**config.mk**
```make
export PLATFORM = sky130hd
export DESIGN_NAME = tree_msg_encoder
export DESIGN_NICKNAME = d
export VERILOG_FILES = /design/src/rtl/tree_msg_encoder.sv
export SDC_FILE = /design/constraint.sdc
export NUM_CORES = 1
export LEC_CHECK = 0
export BUFFER_PORTS_ARGS = -buffer_cell sky130_fd_sc_hd__buf_2
export CORE_MARGIN = 4
export CORE_UTILIZATION = 65
export DETAILED_ROUTE_END_ITERATION = 8
export MAX_ROUTING_LAYER = met4
export PLACE_DENSITY = 0.86
export SLEW_MARGIN = 10
export SYNTH_ARGS = -nofsm -noshare
export SYNTH_HDL_FRONTEND = slang
export SYNTH_SLANG_ARGS = --single-unit
```
**constraint.sdc**
```tcl
create_clock -name clk -period 4.15 [get_ports clk]
set_clock_uncertainty 0.1 [all_clocks]
set_input_delay 0.2075 -clock clk [delete_from_list [all_inputs] [get_ports clk]]
set_output_delay 0.2075 -clock clk [all_outputs]
set_load 0.005 [all_outputs]
```
**src/rtl/tree_msg_encoder.sv**
```systemverilog
// tree_msg_encoder: serialises a stream of field-write and nested-message
// open/close commands into a protobuf-style byte stream. Each VARINT or
// OPEN command emits a varint tag ({field_id, wire_type}) followed by a
// varint value (the field value, or the sub-message body length). A small
// stack of remaining-length counters checks that every opened sub-message
// receives exactly its declared number of body bytes.
module tree_msg_encoder #(
    parameter int DATA_W    = 32,
    parameter int MAX_DEPTH = 2,
    parameter int ID_W      = 5,
    localparam int DEP_W    = $clog2(MAX_DEPTH + 1)
) (
    input  logic              clk,
    input  logic              rst_n,
    input  logic              in_valid,
    output logic              in_ready,
    input  logic [1:0]        in_cmd,
    input  logic [ID_W-1:0]   in_field_id,
    input  logic [DATA_W-1:0] in_value,
    output logic              out_valid,
    input  logic              out_ready,
    output logic [7:0]        out_byte,
    output logic              out_last,
    output logic [DEP_W-1:0]  depth,
    output logic              msg_done,
    output logic              err,
    output logic [2:0]        err_code
);

    localparam logic [1:0] CMD_VARINT = 2'd0;
    localparam logic [1:0] CMD_OPEN   = 2'd1;
    localparam logic [1:0] CMD_CLOSE  = 2'd2;

    localparam logic [2:0] ERR_LEN_MISMATCH = 3'd1;
    localparam logic [2:0] ERR_OVERFLOW     = 3'd2;
    localparam logic [2:0] ERR_UNDERFLOW    = 3'd3;
    localparam logic [2:0] ERR_OVERRUN      = 3'd4;
    localparam logic [2:0] ERR_ILLEGAL      = 3'd5;

    typedef enum logic [1:0] {S_IDLE, S_TAG, S_VALUE} state_t;

    state_t              r_state;
    logic                r_in_ready;
    logic                r_out_valid;
    logic [7:0]          r_out_byte;
    logic                r_out_last;
    logic [DATA_W-1:0]   r_tag_rem;   // tag bits not yet emitted
    logic [DATA_W-1:0]   r_val;       // value bits not yet emitted
    logic [DATA_W-1:0]   r_len;       // OPEN body length, pushed after the last length byte
    logic                r_is_open;
    logic [DEP_W-1:0]    r_depth;
    logic                r_msg_done;
    logic                r_err;
    logic [2:0]          r_err_code;

    logic                w_accept;
    logic                w_xfer;
    logic                w_push;
    logic                w_pop;
    logic [DATA_W-1:0]   w_tag;
    logic [DATA_W-1:0]   w_top;
    logic                w_any_zero;
    logic                w_err_evt;
    logic [2:0]          w_err_code;
    logic [DATA_W-1:0]   w_cnt [MAX_DEPTH];

    // One varint byte: low 7 bits, continuation bit set if anything remains above them.
    function automatic logic [7:0] f_enc(input logic [DATA_W-1:0] v);
        return {(v[DATA_W-1:7] != '0), v[6:0]};
    endfunction

    assign w_accept = in_valid && r_in_ready;
    assign w_xfer   = r_out_valid && out_ready;
    // The last length byte of an OPEN leaving the port opens the new level.
    assign w_push   = w_xfer && (r_state == S_VALUE) && r_out_last && r_is_open;
    assign w_pop    = w_accept && (in_cmd == CMD_CLOSE) && (r_depth != '0);
    // Wire type 2 (length-delimited) for OPEN, 0 (varint) otherwise.
    assign w_tag    = {{(DATA_W-ID_W-3){1'b0}}, in_field_id, 1'b0, (in_cmd == CMD_OPEN), 1'b0};

    // Select the innermost counter and flag any active level that is already exhausted.
    always_comb begin
        w_top      = '0;
        w_any_zero = 1'b0;
        for (int i = 0; i < MAX_DEPTH; i++) begin
            if (r_depth == DEP_W'(i + 1)) begin
                w_top = w_cnt[i];
            end
            if ((DEP_W'(i) < r_depth) && (w_cnt[i] == '0)) begin
                w_any_zero = 1'b1;
            end
        end
    end

    // Classify the error (if any) raised this cycle; accepts and transfers never overlap.
    always_comb begin
        w_err_evt  = 1'b0;
        w_err_code = '0;
        if (w_accept) begin
            case (in_cmd)
                CMD_OPEN: begin
                    if (r_depth == DEP_W'(MAX_DEPTH)) begin
                        w_err_evt  = 1'b1;
                        w_err_code = ERR_OVERFLOW;
                    end
                end
                CMD_CLOSE: begin
                    if (r_depth == '0) begin
                        w_err_evt  = 1'b1;
                        w_err_code = ERR_UNDERFLOW;
                    end else if (w_top != '0) begin
                        w_err_evt  = 1'b1;
                        w_err_code = ERR_LEN_MISMATCH;
                    end
                end
                CMD_VARINT: ;
                default: begin
                    w_err_evt  = 1'b1;
                    w_err_code = ERR_ILLEGAL;
                end
            endcase
        end
        if (w_xfer && w_any_zero) begin
            w_err_evt  = 1'b1;
            w_err_code = ERR_OVERRUN;
        end
    end

    // Per-level remaining-length counters; level gi+1 is active while depth > gi.
    generate
        for (genvar gi = 0; gi < MAX_DEPTH; gi++) begin : g_lvl
            logic [DATA_W-1:0] r_cnt;

            // Load on push, clear on pop, count down (saturating) on every transferred byte.
            always_ff @(posedge clk or negedge rst_n) begin
                if (!rst_n) begin
                    r_cnt <= '0;
                end else if (w_pop && (r_depth == DEP_W'(gi + 1))) begin
                    r_cnt <= '0;
                end else if (w_push && (r_depth == DEP_W'(gi))) begin
                    r_cnt <= r_len;
                end else if (w_xfer && (DEP_W'(gi) < r_depth) && (r_cnt != '0)) begin
                    r_cnt <= r_cnt - DATA_W'(1);
                end
            end

            assign w_cnt[gi] = r_cnt;
        end
    endgenerate

    // Command FSM: accept in IDLE, stream tag bytes, then value bytes, then return to IDLE.
    always_ff @(posedge clk or negedge rst_n) begin
        if (!rst_n) begin
            r_state     <= S_IDLE;
            r_in_ready  <= 1'b1;
            r_out_valid <= 1'b0;
            r_out_byte  <= '0;
            r_out_last  <= 1'b0;
            r_tag_rem   <= '0;
            r_val       <= '0;
            r_len       <= '0;
            r_is_open   <= 1'b0;
            r_depth     <= '0;
            r_msg_done  <= 1'b0;
            r_err       <= 1'b0;
            r_err_code  <= '0;
        end else begin
            r_msg_done <= 1'b0;
            if (w_err_evt && !r_err) begin
                r_err      <= 1'b1;
                r_err_code <= w_err_code;
            end

            case (r_state)
                S_IDLE: begin
                    if (w_accept) begin
                        if ((in_cmd == CMD_VARINT) ||
                            ((in_cmd == CMD_OPEN) && (r_depth != DEP_W'(MAX_DEPTH)))) begin
                            r_out_byte  <= f_enc(w_tag);
                            r_tag_rem   <= w_tag >> 7;
                            r_val       <= in_value;
                            r_len       <= in_value;
                            r_is_open   <= (in_cmd == CMD_OPEN);
                            r_out_valid <= 1'b1;
                            r_out_last  <= 1'b0;
                            r_in_ready  <= 1'b0;
                            r_state     <= S_TAG;
                        end else if (w_pop) begin
                            r_depth <= r_depth - DEP_W'(1);
                            if (r_depth == DEP_W'(1)) begin
                                r_msg_done <= 1'b1;
                            end
                        end
                    end
                end
                S_TAG: begin
                    if (w_xfer) begin
                        if (r_tag_rem != '0) begin
                            r_out_byte <= f_enc(r_tag_rem);
                            r_tag_rem  <= r_tag_rem >> 7;
                        end else begin
                            r_out_byte <= f_enc(r_val);
                            r_out_last <= (r_val[DATA_W-1:7] == '0);
                            r_val      <= r_val >> 7;
                            r_state    <= S_VALUE;
                        end
                    end
                end
                S_VALUE: begin
                    if (w_xfer) begin
                        if (r_out_last) begin
                            r_out_valid <= 1'b0;
                            r_out_last  <= 1'b0;
                            r_in_ready  <= 1'b1;
                            r_state     <= S_IDLE;
                            if (r_is_open) begin
                                r_depth <= r_depth + DEP_W'(1);
                            end
                        end else begin
                            r_out_byte <= f_enc(r_val);
                            r_out_last <= (r_val[DATA_W-1:7] == '0);
                            r_val      <= r_val >> 7;
                        end
                    end
                end
                default: begin
                    r_state <= S_IDLE;
                end
            endcase
        end
    end

    assign in_ready  = r_in_ready;
    assign out_valid = r_out_valid;
    assign out_byte  = r_out_byte;
    assign out_last  = r_out_last;
    assign depth     = r_depth;
    assign msg_done  = r_msg_done;
    assign err       = r_err;
    assign err_code  = r_err_code;

endmodule

```
# After elaboration in Yosys (flattened, before gate mapping)
# Cells that the tools add are included.
# word_totals
ff_bits	181
input_bits	43
word_cells	162
# op_classes
addsub	4
order_cmp	2
n_eq_ne	18
n_mux	75
reduce_logical	48
# ops
op	count
two-way mux 32 bit	18
nonzero test 32 bit	4
one-hot mux 32 bit (3 select lines)	1
zero test 32 bit	2
one-hot mux 32 bit (2 select lines)	1
subtractor 32 x 1 -> 32 bit, second input constant	2
nonzero test 25 bit	2
two-way mux 8 bit	6
two-way mux 2 bit	14
zero test 25 bit	1
two-way mux 1 bit	25
inequality test 2 bit, second input constant	12
one-hot mux 8 bit (3 select lines)	1
logical AND 1 bit	20
AND reduction 6 bit	3
AND reduction 7 bit	2
AND reduction 5 bit	2
one-hot mux 3 bit (3 select lines)	1
nonzero test 3 bit	3
equality test 2 x 1 -> 1 bit, second input constant	3
equality test 2 bit, second input constant	3
zero test 2 bit	3
two-way mux 3 bit	2
one-hot mux 1 bit (3 select lines)	2
other kinds (10)	14

# Depth between registers and ports, before layout
# depth
ltp_word	10
ltp_mapped	10

# Least setup slack after synthesis
# Ideal clock, no wire load.
# synth_path
path_type	register to register
start	register g_lvl[1].r_cnt[17]
end	register g_lvl[1].r_cnt[30]
setup_time_ps	137
t_arrival_ps	2562
required_ps	3913
path_slack_ps	1351
path_stages_with_launch	9
n_path_buf	1
period_less_slack_ps	2799
cell_sequence	dfrtp_1 > or4_4 > buf_6 > or3_4 > or3_4 > or4_4 > nor4_4 > xnor2_1 > a21oi_1
# synth_between
elab_chain_cells	4
elab_cells_between_ends	7
cone_classes	add/sub (1); mux (3); reduce/logical (3)
# synth_lines
item	line	rtl
start: declaration	131	logic [DATA_W-1:0] r_cnt;
start signal: assignment	140	r_cnt <= r_len;
start signal: assignment	142	r_cnt <= r_cnt - DATA_W'(1);
subtractor 32 x 1 -> 32 bit	142	
two-way mux 32 bit	141	end else if (w_xfer && (DEP_W'(gi) < r_depth) && (r_cnt != '0)) begin
two-way mux 32 bit	139	end else if (w_push && (r_depth == DEP_W'(gi))) begin
two-way mux 32 bit	137	end else if (w_pop && (r_depth == DEP_W'(gi + 1))) begin
# Several ways; a longest one is shown, not always the timed one. The select of a mux whose other input is x is not followed.
# A chain may end at the register's enable or synchronous reset.

# Worst setup path in the final report
# layout_path
start	register g_lvl[0].r_cnt[16]
end	register g_lvl[0].r_cnt[15]
# layout_between
elab_chain_cells	3
# layout_lines
item	line
start: declaration	131
start signal: assignment	140
start signal: assignment	142
nonzero test 32 bit	141
logical AND 1 bit	141
nonzero test 3 bit (no line)	-
# Every way passes these cells.

==> flow_summary.ini <==
[drt]
wirelength_mm = 22.1
antenna_left = 0
drcViolationCount = 0
vias = 6870
via_per_inst = 6.76
wl_per_cell_um = 21.8
drt_iter0_drc = 799
drtPass1Iterations = 5

[final_layout]
layout-drive-gt1-share = 0.162
multiInputGateArea_um2 = 3650
fin_nets = 912
fin_cells = 1016
antenna_cells = 0
fill_cells = 614
syn_to_final_growth_pct = 17.7
regArea_um2 = 3750

[critical_path]
r2r_cells = 6
crit_buf_inv = 0
r2r_setup_slack_ns = 1.10
critical_path.cell_chain = nor4_1, nand3_1, nand4b_1, and2_1, o21ai_0, o21ai_0
reg2reg_to = g_lvl[0].r_cnt[15]
worstSetupStartpointType = flop
crit_required_ns = 4.33
crit_path_end_kind = flop
startpoint = g_lvl[0].r_cnt[16]
crit_end = g_lvl[0].r_cnt[15]
cp.depth = 6
r2r_start = g_lvl[0].r_cnt[16]
cp_slowest_cell = nor4_1
critPathMaxStageDelay_ns = 0.65
path_max_fanout = 9
critPathKind = flop to flop
worstPathArrival_ns = 3.23
crit_top_cell = o21ai_0
critPathTopFamily = simple AND/OR/NAND/NOR gates

[die]
coreArea_um2 = 11400
start_util = 0.666
dieArea_um2 = 13500
die_y_um = 116
die_w_um = 116
row_count = 39
io_pins = 61

[cts]
cts_buffer_depth = 2
cts_tree = built
clkSinkCount = 150
cts_resized = 0
clk_latency_ns = 0.44
htreeDepth = 4
cts_root_buffer = clkbuf_16
clk_pin_slew_ns = 0.06
numCtsBuffers = 17

[global_route]
grt-ovfl-total = 0
antenna_found_initial = 0
grt_max_degree = 118
grt_use_total = 0.355
grt_pass1_wl_mm = 35.4
grt_pass1_vias = 6770

[timing]
max_freq_mhz = 328
fin_crit_sh = 0.735
finalSetupViolations = 0
slew_headroom = 0.217
timing_worst_slew_pin_value_ns = 1.17
slew_viol_final = 0
tns_ns = 0
grt_setup_unrepaired = false
period_needed_ns = 3.05
fin_hold_ws_ns = 0.0104
finalHoldViolCount = 0

[placement]
dpl.hpwl_mm = 13.0
place_inst = 951
io_buffers = 60
place.gp.congestion = 0.970

[yosys]
synth.cell_area_um2 = 7600
syn_nets = 829
synthCells = 777
yosysSeqAreaShare = 0.494
ys_warn_count = 0
ys_async_sr_fraction = 1.00
synth_edf_count = 0
synth-seq-cells = 150
ys_types = 53
synthFlopType = dfrtp_1
synth_area_per_cell_um2 = 9.79

[run]
max_cap_violations = 0

[outcome]
status = finished clean

[power_and_ir_drop]
vdd.ir_drop.worst_mv = 0.421
total_power_mw = 3.21
power_density_nw_per_um2 = 359
leakagePower_nw = 4.23

[min_path]
hold_path.class = primary input to flop
tightest hold or removal path: cells and delay by family:
kind / cells / cell delay [ns]
compound gates: 2 / 0.22
buf+inv: 1 / 0.08
registers in the layout, summed over array words and instances (netlist names), 2 cells and up:
signal,flops
depth,2
r_len,32
r_state,2
out_byte,8
g_lvl.r_cnt,64
err_code,3
r_val,32
how the worst min path moves through the flow:
stage	cells past startpoint	end	from	slack, ns
floorplan	0	depth[0]	rst_n	-0.19
global placement	1	g_lvl[1].r_cnt[30]	rst_n	0.33
detailed placement	1	g_lvl[1].r_cnt[31]	rst_n	0.34
CTS	3	out_byte[4]	in_field_id[1]	0.009
global route	3	out_byte[3]	in_field_id[0]	0.06
finish	3	out_byte[4]	in_field_id[1]	0.01
per-layer routing:
metal / track usage / up-vias / routed length (µm)
li1: - / 2974 / -
met1: 0.437 / 3313 / 8200
met4: 0.148 / 0 / 857
met2: 0.571 / 501 / 10900
met3: 0.0798 / 82 / 2150
met5: - / - / 0
repair_timing:
| action | in CTS | in global routing |
|---|---|---|
| endpoints found under the hold margin | 156 | 0 |
| buffers inserted | 0 | 0 |
| hold buffers | 33 | 0 |
cells in the final DEF, fill, tap and decap left out, types with 13 or more instances in the layout:
cell | synthesis | final
dlygate4sd3_1 | 0 | 33
nand2_1 | 90 | 90
o21ai_0 | 99 | 99
mux2i_1 | 25 | 25
nand3_1 | 15 | 15
nor4_1 | 21 | 21
buf_2 | 0 | 59
mux2_2 | 33 | 33
dfrtp_1 | 149 | 149
a21oi_1 | 60 | 60
xor2_1 | 29 | 29
xnor2_1 | 26 | 26
nor2_1 | 42 | 42
nor3_1 | 13 | 13
clkbuf_16 | 0 | 17
inv_1 | 13 | 13
cells in the mapped netlist, drive strengths merged, types with 3 or more instances:
master,number,share of area
and3,5,0.0041
dfrtp,149,0.49
nand4,10,0.0082
o211ai,5,0.0049
a31oi,4,0.0033
o21ai,99,0.065
clkbuf,35,0.017
ha,9,0.015
or4,12,0.013
nand2b,5,0.0041
mux2i,25,0.033
nand4b,4,0.0046
nor4,23,0.022
nor3,13,0.0086
a21oi,60,0.039
or3,8,0.0079
inv,13,0.0064
nand2,90,0.044
mux2,33,0.049
nor2,42,0.021
nor2b,3,0.0025
a22oi,8,0.0079
o311ai,5,0.0058
and2,8,0.0066
nand3,15,0.0099
xnor2,26,0.030
a211oi,11,0.011
xor2,29,0.033
layout make-up:
type                    count  share of cell area
clock buffers              20              0.0488
clock inverters            12              0.0199
inverters                  13             0.00545
multi-input cells         577               0.408
flip-flops and latches    150               0.420
well taps                 143              0.0200
repair buffers            101              0.0779
stage by stage:
stage	setup WS, ns	utilization	cell area, µm²
2_1_floorplan	1.35	-	7600
4_1_cts	1.18	0.784	8950
5_1_grt	0.896	0.784	8950
6_report	1.10	0.784	8950
3_5_place_dp	1.20	0.701	8000
3_3_place_gp	1.31	0.701	8000
power breakdown:
| part | switching (mW) | internal (mW) | total, mW | leakage (nW) |
|---|---|---|---|---|
| registers | 0 | 1.46 | 1.46 | 2.09 |
| logic | 0.0622 | 0.0441 | 0.106 | 1.84 |
| clock network | 0.633 | 1.01 | 1.64 | 0.298 |
cells by family (layout without fill, tap and decap cells):
logic type,Yosys count,count (layout),share of synthesized area
and+or+nand+nor,250,250,0.169
muxes,58,58,0.0818
adders and majority gates,9,9,0.0148
DFF,150,150,0.494
AOI/OAI and AO/OA,205,205,0.151
xor gates and xnor gates,55,55,0.0634
buffers and inverters,50,146,0.0257
No activity file was read; power rests on OpenSTA's default activity.
